File: src/rtl/cam_dvp_tx.sv
// OV7670-style DVP transmitter producing RGB565 test frames.
// Drives pclk/vsync/href/din so the capture path runs without a sensor.
module cam_dvp_tx #(
   parameter int H_ACTIVE    = 640,
   parameter int V_ACTIVE    = 480,
   parameter int H_BLANK     = 144,
   parameter int VSYNC_LINES = 3,
   parameter int V_BACK      = 17,
   parameter int V_FRONT     = 10,
   parameter int PCLK_DIV    = 2
) (
   input  logic        clk,
   input  logic        reset,
   input  logic        enable,
   input  logic [1:0]  pattern_sel,
   input  logic [15:0] solid_color,
   output logic        cam_pclk,
   output logic        cam_vsync,
   output logic        cam_href,
   output logic [7:0]  cam_din,
   output logic        frame_start,
   output logic [15:0] frame_count,
   output logic        busy
);

   typedef enum logic [2:0] {
      S_IDLE,
      S_VSYNC,
      S_VBACK,
      S_ACTIVE,
      S_VFRONT
   } state_t;

   localparam int          L        = 2 * H_ACTIVE + H_BLANK;
   localparam logic [15:0] L_LAST   = 16'(L - 1);
   localparam logic [15:0] DIV_LAST = 16'(PCLK_DIV - 1);
   localparam logic [15:0] HREF_END = 16'(2 * H_ACTIVE);
   localparam logic [15:0] BAR_W    = 16'(H_ACTIVE / 8);

   state_t      state_q, state_d;
   logic [15:0] div_q, div_d;
   logic        pclk_q, pclk_d;
   logic [15:0] h_q, h_d;
   logic [15:0] v_q, v_d;
   logic [1:0]  pat_q, pat_d;
   logic [15:0] solid_q, solid_d;
   logic [15:0] fc_q, fc_d;
   logic        vs_q, vs_d;
   logic        href_q, href_d;
   logic [7:0]  din_q, din_d;
   logic        fs_q, fs_d;
   logic        busy_q, busy_d;

   logic        slot;
   logic        start;
   logic [15:0] x;
   logic [15:0] bar;
   logic [15:0] pix;

   function automatic logic [15:0] last_line(state_t s);
      logic [15:0] r;
      r = 16'd0;
      case (s)
         S_VSYNC:  r = 16'(VSYNC_LINES - 1);
         S_VBACK:  r = 16'(V_BACK - 1);
         S_ACTIVE: r = 16'(V_ACTIVE - 1);
         S_VFRONT: r = 16'(V_FRONT - 1);
         default:  r = 16'd0;
      endcase
      return r;
   endfunction

   always_comb begin
      state_d = state_q;
      div_d   = div_q;
      pclk_d  = pclk_q;
      h_d     = h_q;
      v_d     = v_q;
      pat_d   = pat_q;
      solid_d = solid_q;
      fc_d    = fc_q;
      vs_d    = vs_q;
      href_d  = href_q;
      din_d   = din_q;
      fs_d    = 1'b0;
      busy_d  = busy_q;
      start   = 1'b0;
      x       = 16'd0;
      bar     = 16'd0;
      pix     = 16'd0;

      slot = pclk_q && (div_q == DIV_LAST);

      if (div_q == DIV_LAST) begin
         div_d  = 16'd0;
         pclk_d = ~pclk_q;
      end else begin
         div_d = div_q + 16'd1;
      end

      // Slot update: DVP outputs move only as pclk falls
      if (slot) begin
         if (state_q == S_IDLE) begin
            start = enable;
         end else if (h_q != L_LAST) begin
            h_d = h_q + 16'd1;
         end else begin
            h_d = 16'd0;
            if (v_q != last_line(state_q)) begin
               v_d = v_q + 16'd1;
            end else begin
               v_d = 16'd0;
               case (state_q)
                  S_VSYNC:  state_d = (V_BACK == 0) ? S_ACTIVE : S_VBACK;
                  S_VBACK:  state_d = S_ACTIVE;
                  S_ACTIVE: state_d = S_VFRONT;
                  S_VFRONT: begin
                     fc_d    = fc_q + 16'd1;
                     state_d = S_IDLE;
                     start   = enable;
                  end
                  default:  state_d = S_IDLE;
               endcase
            end
         end

         if (start) begin
            state_d = S_VSYNC;
            h_d     = 16'd0;
            v_d     = 16'd0;
            pat_d   = pattern_sel;
            solid_d = solid_color;
            fs_d    = 1'b1;
         end

         x   = {1'b0, h_d[15:1]};
         bar = x / BAR_W;
         case (pat_d)
            2'd0: begin
               case (bar)
                  16'd0:   pix = 16'hFFFF;
                  16'd1:   pix = 16'hFFE0;
                  16'd2:   pix = 16'h07FF;
                  16'd3:   pix = 16'h07E0;
                  16'd4:   pix = 16'hF81F;
                  16'd5:   pix = 16'hF800;
                  16'd6:   pix = 16'h001F;
                  default: pix = 16'h0000;
               endcase
            end
            2'd1:    pix = {v_d[7:0], x[7:0]};
            2'd2:    pix = (x[5] ^ v_d[5] ^ fc_q[0]) ? 16'hFFFF : 16'h0000;
            default: pix = solid_d;
         endcase

         vs_d   = (state_d == S_VSYNC);
         href_d = (state_d == S_ACTIVE) && (h_d < HREF_END);
         din_d  = href_d ? (h_d[0] ? pix[7:0] : pix[15:8]) : 8'd0;
         busy_d = (state_d != S_IDLE);
      end
   end

   always_ff @(posedge clk) begin
      if (reset) begin
         state_q <= S_IDLE;
         div_q   <= 16'd0;
         pclk_q  <= 1'b0;
         h_q     <= 16'd0;
         v_q     <= 16'd0;
         pat_q   <= 2'd0;
         solid_q <= 16'd0;
         fc_q    <= 16'd0;
         vs_q    <= 1'b0;
         href_q  <= 1'b0;
         din_q   <= 8'd0;
         fs_q    <= 1'b0;
         busy_q  <= 1'b0;
      end else begin
         state_q <= state_d;
         div_q   <= div_d;
         pclk_q  <= pclk_d;
         h_q     <= h_d;
         v_q     <= v_d;
         pat_q   <= pat_d;
         solid_q <= solid_d;
         fc_q    <= fc_d;
         vs_q    <= vs_d;
         href_q  <= href_d;
         din_q   <= din_d;
         fs_q    <= fs_d;
         busy_q  <= busy_d;
      end
   end

   assign cam_pclk    = pclk_q;
   assign cam_vsync   = vs_q;
   assign cam_href    = href_q;
   assign cam_din     = din_q;
   assign frame_start = fs_q;
   assign frame_count = fc_q;
   assign busy        = busy_q;

endmodule
File: config.mk
export PLATFORM = sky130hd
export DESIGN_NAME = cam_dvp_tx
export DESIGN_NICKNAME = d
export VERILOG_FILES = /design/src/rtl/cam_dvp_tx.sv
export SDC_FILE = /design/constraint.sdc
export NUM_CORES = 1
export LEC_CHECK = 0
export BUFFER_PORTS_ARGS = -buffer_cell sky130_fd_sc_hd__buf_2
export CAP_MARGIN = 30
export CORE_AREA = 2 2 153 80
export DETAILED_ROUTE_END_ITERATION = 6
export DIE_AREA = 0 0 155 82
export PLACE_DENSITY = 0.85
export SYNTH_ARGS = -nofsm -noshare
export SYNTH_HDL_FRONTEND = slang
export SYNTH_SLANG_ARGS = --single-unit
File: constraint.sdc
create_clock -name clk -period 10.65 [get_ports clk]
set_input_delay 1.065 -clock clk [delete_from_list [all_inputs] [get_ports clk]]
set_output_delay 1.065 -clock clk [all_outputs]
set_load 0.02 [all_outputs]
### Word level (Yosys, flattened, before mapping)

Cells that the tools add are included.
W data, S select, Z words.

| storage, ports and cells | value |
|---|---|
| register bits after elaboration | 98 |
| latch bits | 0 |
| bits in writable memories | 0 |
| bits in read-only memories | 0 |
| input port bits | 21 |
| output and inout port bits | 29 |
| word-level logic and storage cells | 89 |
| memories kept | 0 |

| cells by class | value |
|---|---|
| $add $sub $neg | 4 |
| multipliers | 0 |
| divide/modulo/power cells | 1 |
| order comparisons | 1 |
| eq/ne operators | 19 |
| shift-type cells | 0 |
| multiplexer cells | 33 |
| bitwise logic cells | 7 |
| reductions and logical operators | 10 |

Operator list:

| cell | count |
|---|---|
| $mux W16 | 14 |
| $pmux W16 S7 | 1 |
| $add A16 B1 Y16 const B | 4 |
| $eq A16 B3 Y1 const B | 3 |
| $pmux W16 S3 | 1 |
| $pmux W9 S4 | 1 |
| $eq A16 B1 Y1 const B | 2 |
| $eq A16 B2 Y1 const B | 2 |
| $div A15 B7 Y16 const B | 1 |
| $logic_not A16 Y1 | 1 |
| $lt A16 B11 Y1 const B | 1 |
| $mux W8 | 2 |
| $ne A16 B11 Y1 const B | 1 |
| $ne A16 B16 Y1 | 1 |
| $mux W3 | 5 |
| $eq A3 B2 Y1 const B | 3 |
| $pmux W3 S3 | 1 |
| $eq A3 B1 Y1 const B | 2 |
| $mux W1 | 6 |
| $ne A3 B2 Y1 const B | 2 |
| $not A1 Y1 | 5 |
| $reduce_and A5 Y1 | 1 |
| $mux W2 | 2 |
| $reduce_or A2 Y1 | 2 |
| other kinds (9) | 11 |

### Logic depth before layout (Yosys ltp)

| logic depth | value |
|---|---|
| depth after elaboration | 18 |
| mapped depth | 18 |
| mapped depth without buffers | 16 |

### Least setup slack after synthesis

Ideal clock, no wire load.

| path | value |
|---|---|
| path type | flip-flop to flip-flop |
| start point | register h_q[1] |
| end point | register din_q[0] (netlist: cam_din[0]) |
| arrival time | 4.429 ns |
| path slack | 6.144 ns |
| stages on the path, launching flop included | 18 |
| period minus slack after synthesis | 4.506 ns |
| path through | dfxtp_1 > ha_1 > o31a_2 > and4_1 > buf_4 > mux2i_1 > a222oi_1 > a2111oi_2 > or2_4 > a221o_1 > a2111oi_4 > a21o_2 > a21oi_2 > a221o_1 > o21a_1 > a2111oi_2 > nand3_2 > a41oi_2 |

| on the way | value |
|---|---|
| word-level cells in the longest chain between the ends | 12 |
| elaborated cells on any way between the ends | 41 |
| those cells by class | add/sub: 1; div: 1; order compare: 1; eq/ne: 10; mux: 23; bitwise: 2; reduce/logical: 3 |

RTL lines:

| what | RTL line | RTL |
|---|---|---|
| start: declaration | 43 | `logic [15:0] h_q, h_d;` |
| start signal: assignment | 168 | `h_q <= 16'd0;` |
| start signal: assignment | 182 | `h_q <= h_d;` |
| parallel branches: the longest is 11 deep, another holds $add A16 B1 Y16 | -- |  |
| $mux W8 (*) | 158 | `din_d = href_d ? (h_d[0] ? pix[7:0] : pix[15:8]) : 8'd0;` |
| end signal: assignment | 189 | `din_q <= din_d;` |
| end: declaration | 50 | `logic [7:0] din_q, din_d;` |

Every way passes the cells marked *. The select of a mux whose other input is x is not followed.
A chain may end at the register's enable or synchronous reset.

### Worst setup path after layout

| path | value |
|---|---|
| start point | register h_q[0] |
| end point | register din_q[2] (netlist: cam_din[2]) |

The elaborated chain is that of the path after synthesis.

==> flow_metrics.py <==
metrics = {
    "power_and_ir_drop": {
        "max-vdd-ir-drop_v": 0.00009170,
        "power_mw": 0.8062,
        "total_leakage_power_nw": 2.691,
        "powerDensity_mw_per_mm2": 108.0,
    },
    "placed_design": {
        "post-dp-hpwl_um": 15000,
        "portBuffers": 49,
        "routabilityCongestion": 0.9848,
    },
    "cells_and_area": {
        "mostFrequentLayoutCells": "160 x nand2_1, 99 x nor2_1, 98 x dfxtp_1, 77 x a21oi_1, 51 x nand3_1",
        "antennaDiodeCount": 0,
        "multiInputGateArea_mm2": 0.004654,
        "area.sequential_mm2": 0.001962,
        "filler_cell_count": 964,
        "syn2layout_area_growth_pct": 8.179,
        "layout-drive-gt1-share": 0.1294,
        "final_common_cell": "nand2_1",
        "final_net_count": 964,
    },
    "synth": {
        "avgSynthCellArea_um2": 7.450,
        "synth_flop_cell": "dfxtp_1",
        "synth_simple_gate_area_share": 0.3108,
        "synth.distinct_cells": 92,
        "synth-xor-area-share": 0.07762,
        "syn-num-nets": 952,
        "largest_family_of_logic_cells_by_synthesized_area": "simple AND/OR/NAND/NOR gates",
        "async_set_or_reset_register_ratio_after_synthesis": 0,
        "synth.area.mux_share": 0.02521,
        "synth_compound_area_frac": 0.2510,
        "post_synth_instance_area_mm2": 0.006899,
        "synth-edff-count": 0,
        "yosysWarnings": 0,
        "number_of_synthesized_register_bits": 98,
        "post_synth_inst_count": 926,
        "synthAdderAreaFrac": 0.009068,
        "synth_sequential_area_ratio": 0.2844,
    },
    "clock_network": {
        "clk_path_buf_depth": 2,
        "postCtsSetupRepairBufs": 0,
        "clk-insertion-delay-late_ps": 350,
        "ctsResizeCount": 0,
        "clock_sink_count": 98,
        "cts_tree": "done",
        "cts-root-buf": "clkbuf_16",
        "tritoncts.num_buffers": 9,
        "worst_setup_hold_path_clk_slew_ps": 70,
        "clock_tree.htree_level_count": 3,
        "cts_hold_buf": 0,
    },
    "timing": {
        "worst_case_headroom_to_the_max_slew_limit": 0.2419,
        "timing.hold.ws_ps": 452.2,
        "report.final.slew_viol_count": 0,
        "clock.fmax_mhz": 169.3,
        "finalCritPeriodShare": 0.5546,
        "final_hold_violating_endpoints": 0,
        "rsz0062_at_grt": "false",
        "final-setup-viol-count": 0,
        "finalWorstPathRequiredPeriod_ps": 5907,
        "timing_worst_slew_pin_value_ps": 1105,
        "fin_setup_tns_ps": 0,
        "final.setup_skew_ps": 10.98,
    },
    "route": {
        "drtAntennaViolNets": 0,
        "post-route-drc-count": 0,
        "drt-pass1-iter-count": 6,
        "dr_total_vias": 7313,
        "initialDrtViolationCount": 1097,
        "avgRoutedWirePerCell_um": 18.87,
        "routed_wl_um": 20630,
        "routed_via_density": 6.691,
    },
    "setup_path": {
        "critPathArrivalTime_ps": 6180,
        "critPathLaunchType": "flip-flop",
        "end_kind": "flip-flop",
        "crit_required_ps": 10920,
        "worstPathMaxFanout": 25,
        "timing.setup.critical_path_class": "flip-flop to flip-flop",
    },
    "global_routing": {
        "antenna_found_initial": 0,
        "grt_max_degree": 67,
        "grt_util_all_layers": 0.3249,
        "global_route_wire_length_before_repair_um": 32730,
        "grt_pass1_vias": 6139,
        "gr-total-overflow": 0,
    },
    "flow_run": {
        "drv.max_cap_violation_count": 0,
    },
    "floorplan": {
        "start_util": 0.6022,
        "placementRows": 28,
        "die_area_mm2": 0.01271,
        "die_extent_in_y_um": 82,
        "horizontal_die_dimension_um": 155,
        "design.core.area_mm2": 0.01146,
        "num_io_pins": 50,
    },
    "outcome": {
        "outcome": "completed",
    },
    "hold_path": {
        "kind_of_path_behind_the_tightest_hold_check": "flip-flop to flip-flop",
    },
}
registers in the layout, summed over array words and instances (netlist names):
signal and count:
v_q 16, pat_q 2, solid_q 16, h_q 16
cam_vsync 1, state_q 3, cam_href 1, frame_count 16
cam_din 8, frame_start 1, busy 1, cam_pclk 1
div_q 16
synthesized netlist by cell type, types with 7 or more instances:
cell type  instances  share of area
nand4_1           17          0.015
nand2b_1           8         0.0073
xor2_1            28          0.036
o21ai_0           35          0.025
nor2_1           100          0.054
dfxtp_1           98           0.28
nand3_1           51          0.037
or3_1             12          0.011
inv_1             10         0.0054
a21oi_1           77          0.056
xnor2_1           30          0.038
a211o_1            7         0.0089
a211oi_1           7         0.0076
nor4_1            11          0.010
o211ai_1          13          0.014
mux2i_1           14          0.020
o31ai_1            7         0.0076
and3_1            15          0.014
a31oi_1            7         0.0063
clkbuf_1          42          0.023
nand2_1          160          0.087
nor3_1            17          0.012
logic make-up after synthesis:
kind of cell             Yosys count
XOR/XNOR                          59
multiplexers                      17
adder cells (fa/ha/maj)            5
AND/OR/NAND/NOR                  437
AO/OA/AOI/OAI                    242
buffers and inverters             68
flip-flops                        98
report_power, final:
group | internal (mW) | total (mW) | switching [mW]
logic | 0.0273 | 0.0948 | 0.0675
clock network | 0.173 | 0.333 | 0.160
registers | 0.372 | 0.379 | 0.00685
per-stage QoR:
step                cell area, µm²  utilization  cells  setup slack [ps]
floorplan                     6899            -    926              6144
global placement              7143       0.6235   1075              5232
detailed placement            7151       0.6242   1076              5089
CTS                           7456       0.6508   1092              5045
global route                  7463       0.6515   1093              4275
finish                        7463       0.6515   1093              4743
final timing paths:
kind                            slack [ps]  startpoint         end  cells past startpoint
worst max register to register        4740      h_q[0]  cam_din[2]                     15
worst min-delay path                   450    cam_href    cam_href                      2
worst min register to register         450    cam_href    cam_href                      2
worst max-delay path                  4740      h_q[0]  cam_din[2]                     15
per-layer routing:
| layer | up-vias | global-route usage | routed length, µm |
|---|---|---|---|
| li1 | 3404 | - | - |
| met1 | 3327 | 0.5097 | 9479 |
| met2 | 537 | 0.4191 | 7827 |
| met3 | 45 | 0.1055 | 3055 |
| met4 | 0 | 0.05741 | 267 |
| met5 | - | 0 | 0 |
worst max-delay path, stage by stage, from the launching register on:
cell	delay [ps]
dfxtp_1	500
ha_1	370
nor4b_1	320
nand4b_1	190
nor2_1	460
a21o_1	710
nor2_1	260
a2111oi_2	660
a22oi_1	250
a21oi_2	420
o21ai_0	170
a31oi_1	260
a31oi_1	180
o21ai_1	620
a221oi_1	230
a41oi_2	200
cell type report:
cell class,count,area share
tap,150,0.02515
clock buffer,10,0.03202
sequential,98,0.2629
multi-input combinational,760,0.6236
timing repair buffer,58,0.04191
inverter,11,0.005532
clock inverter,6,0.008885
Power figures use the tool's default switching activity.
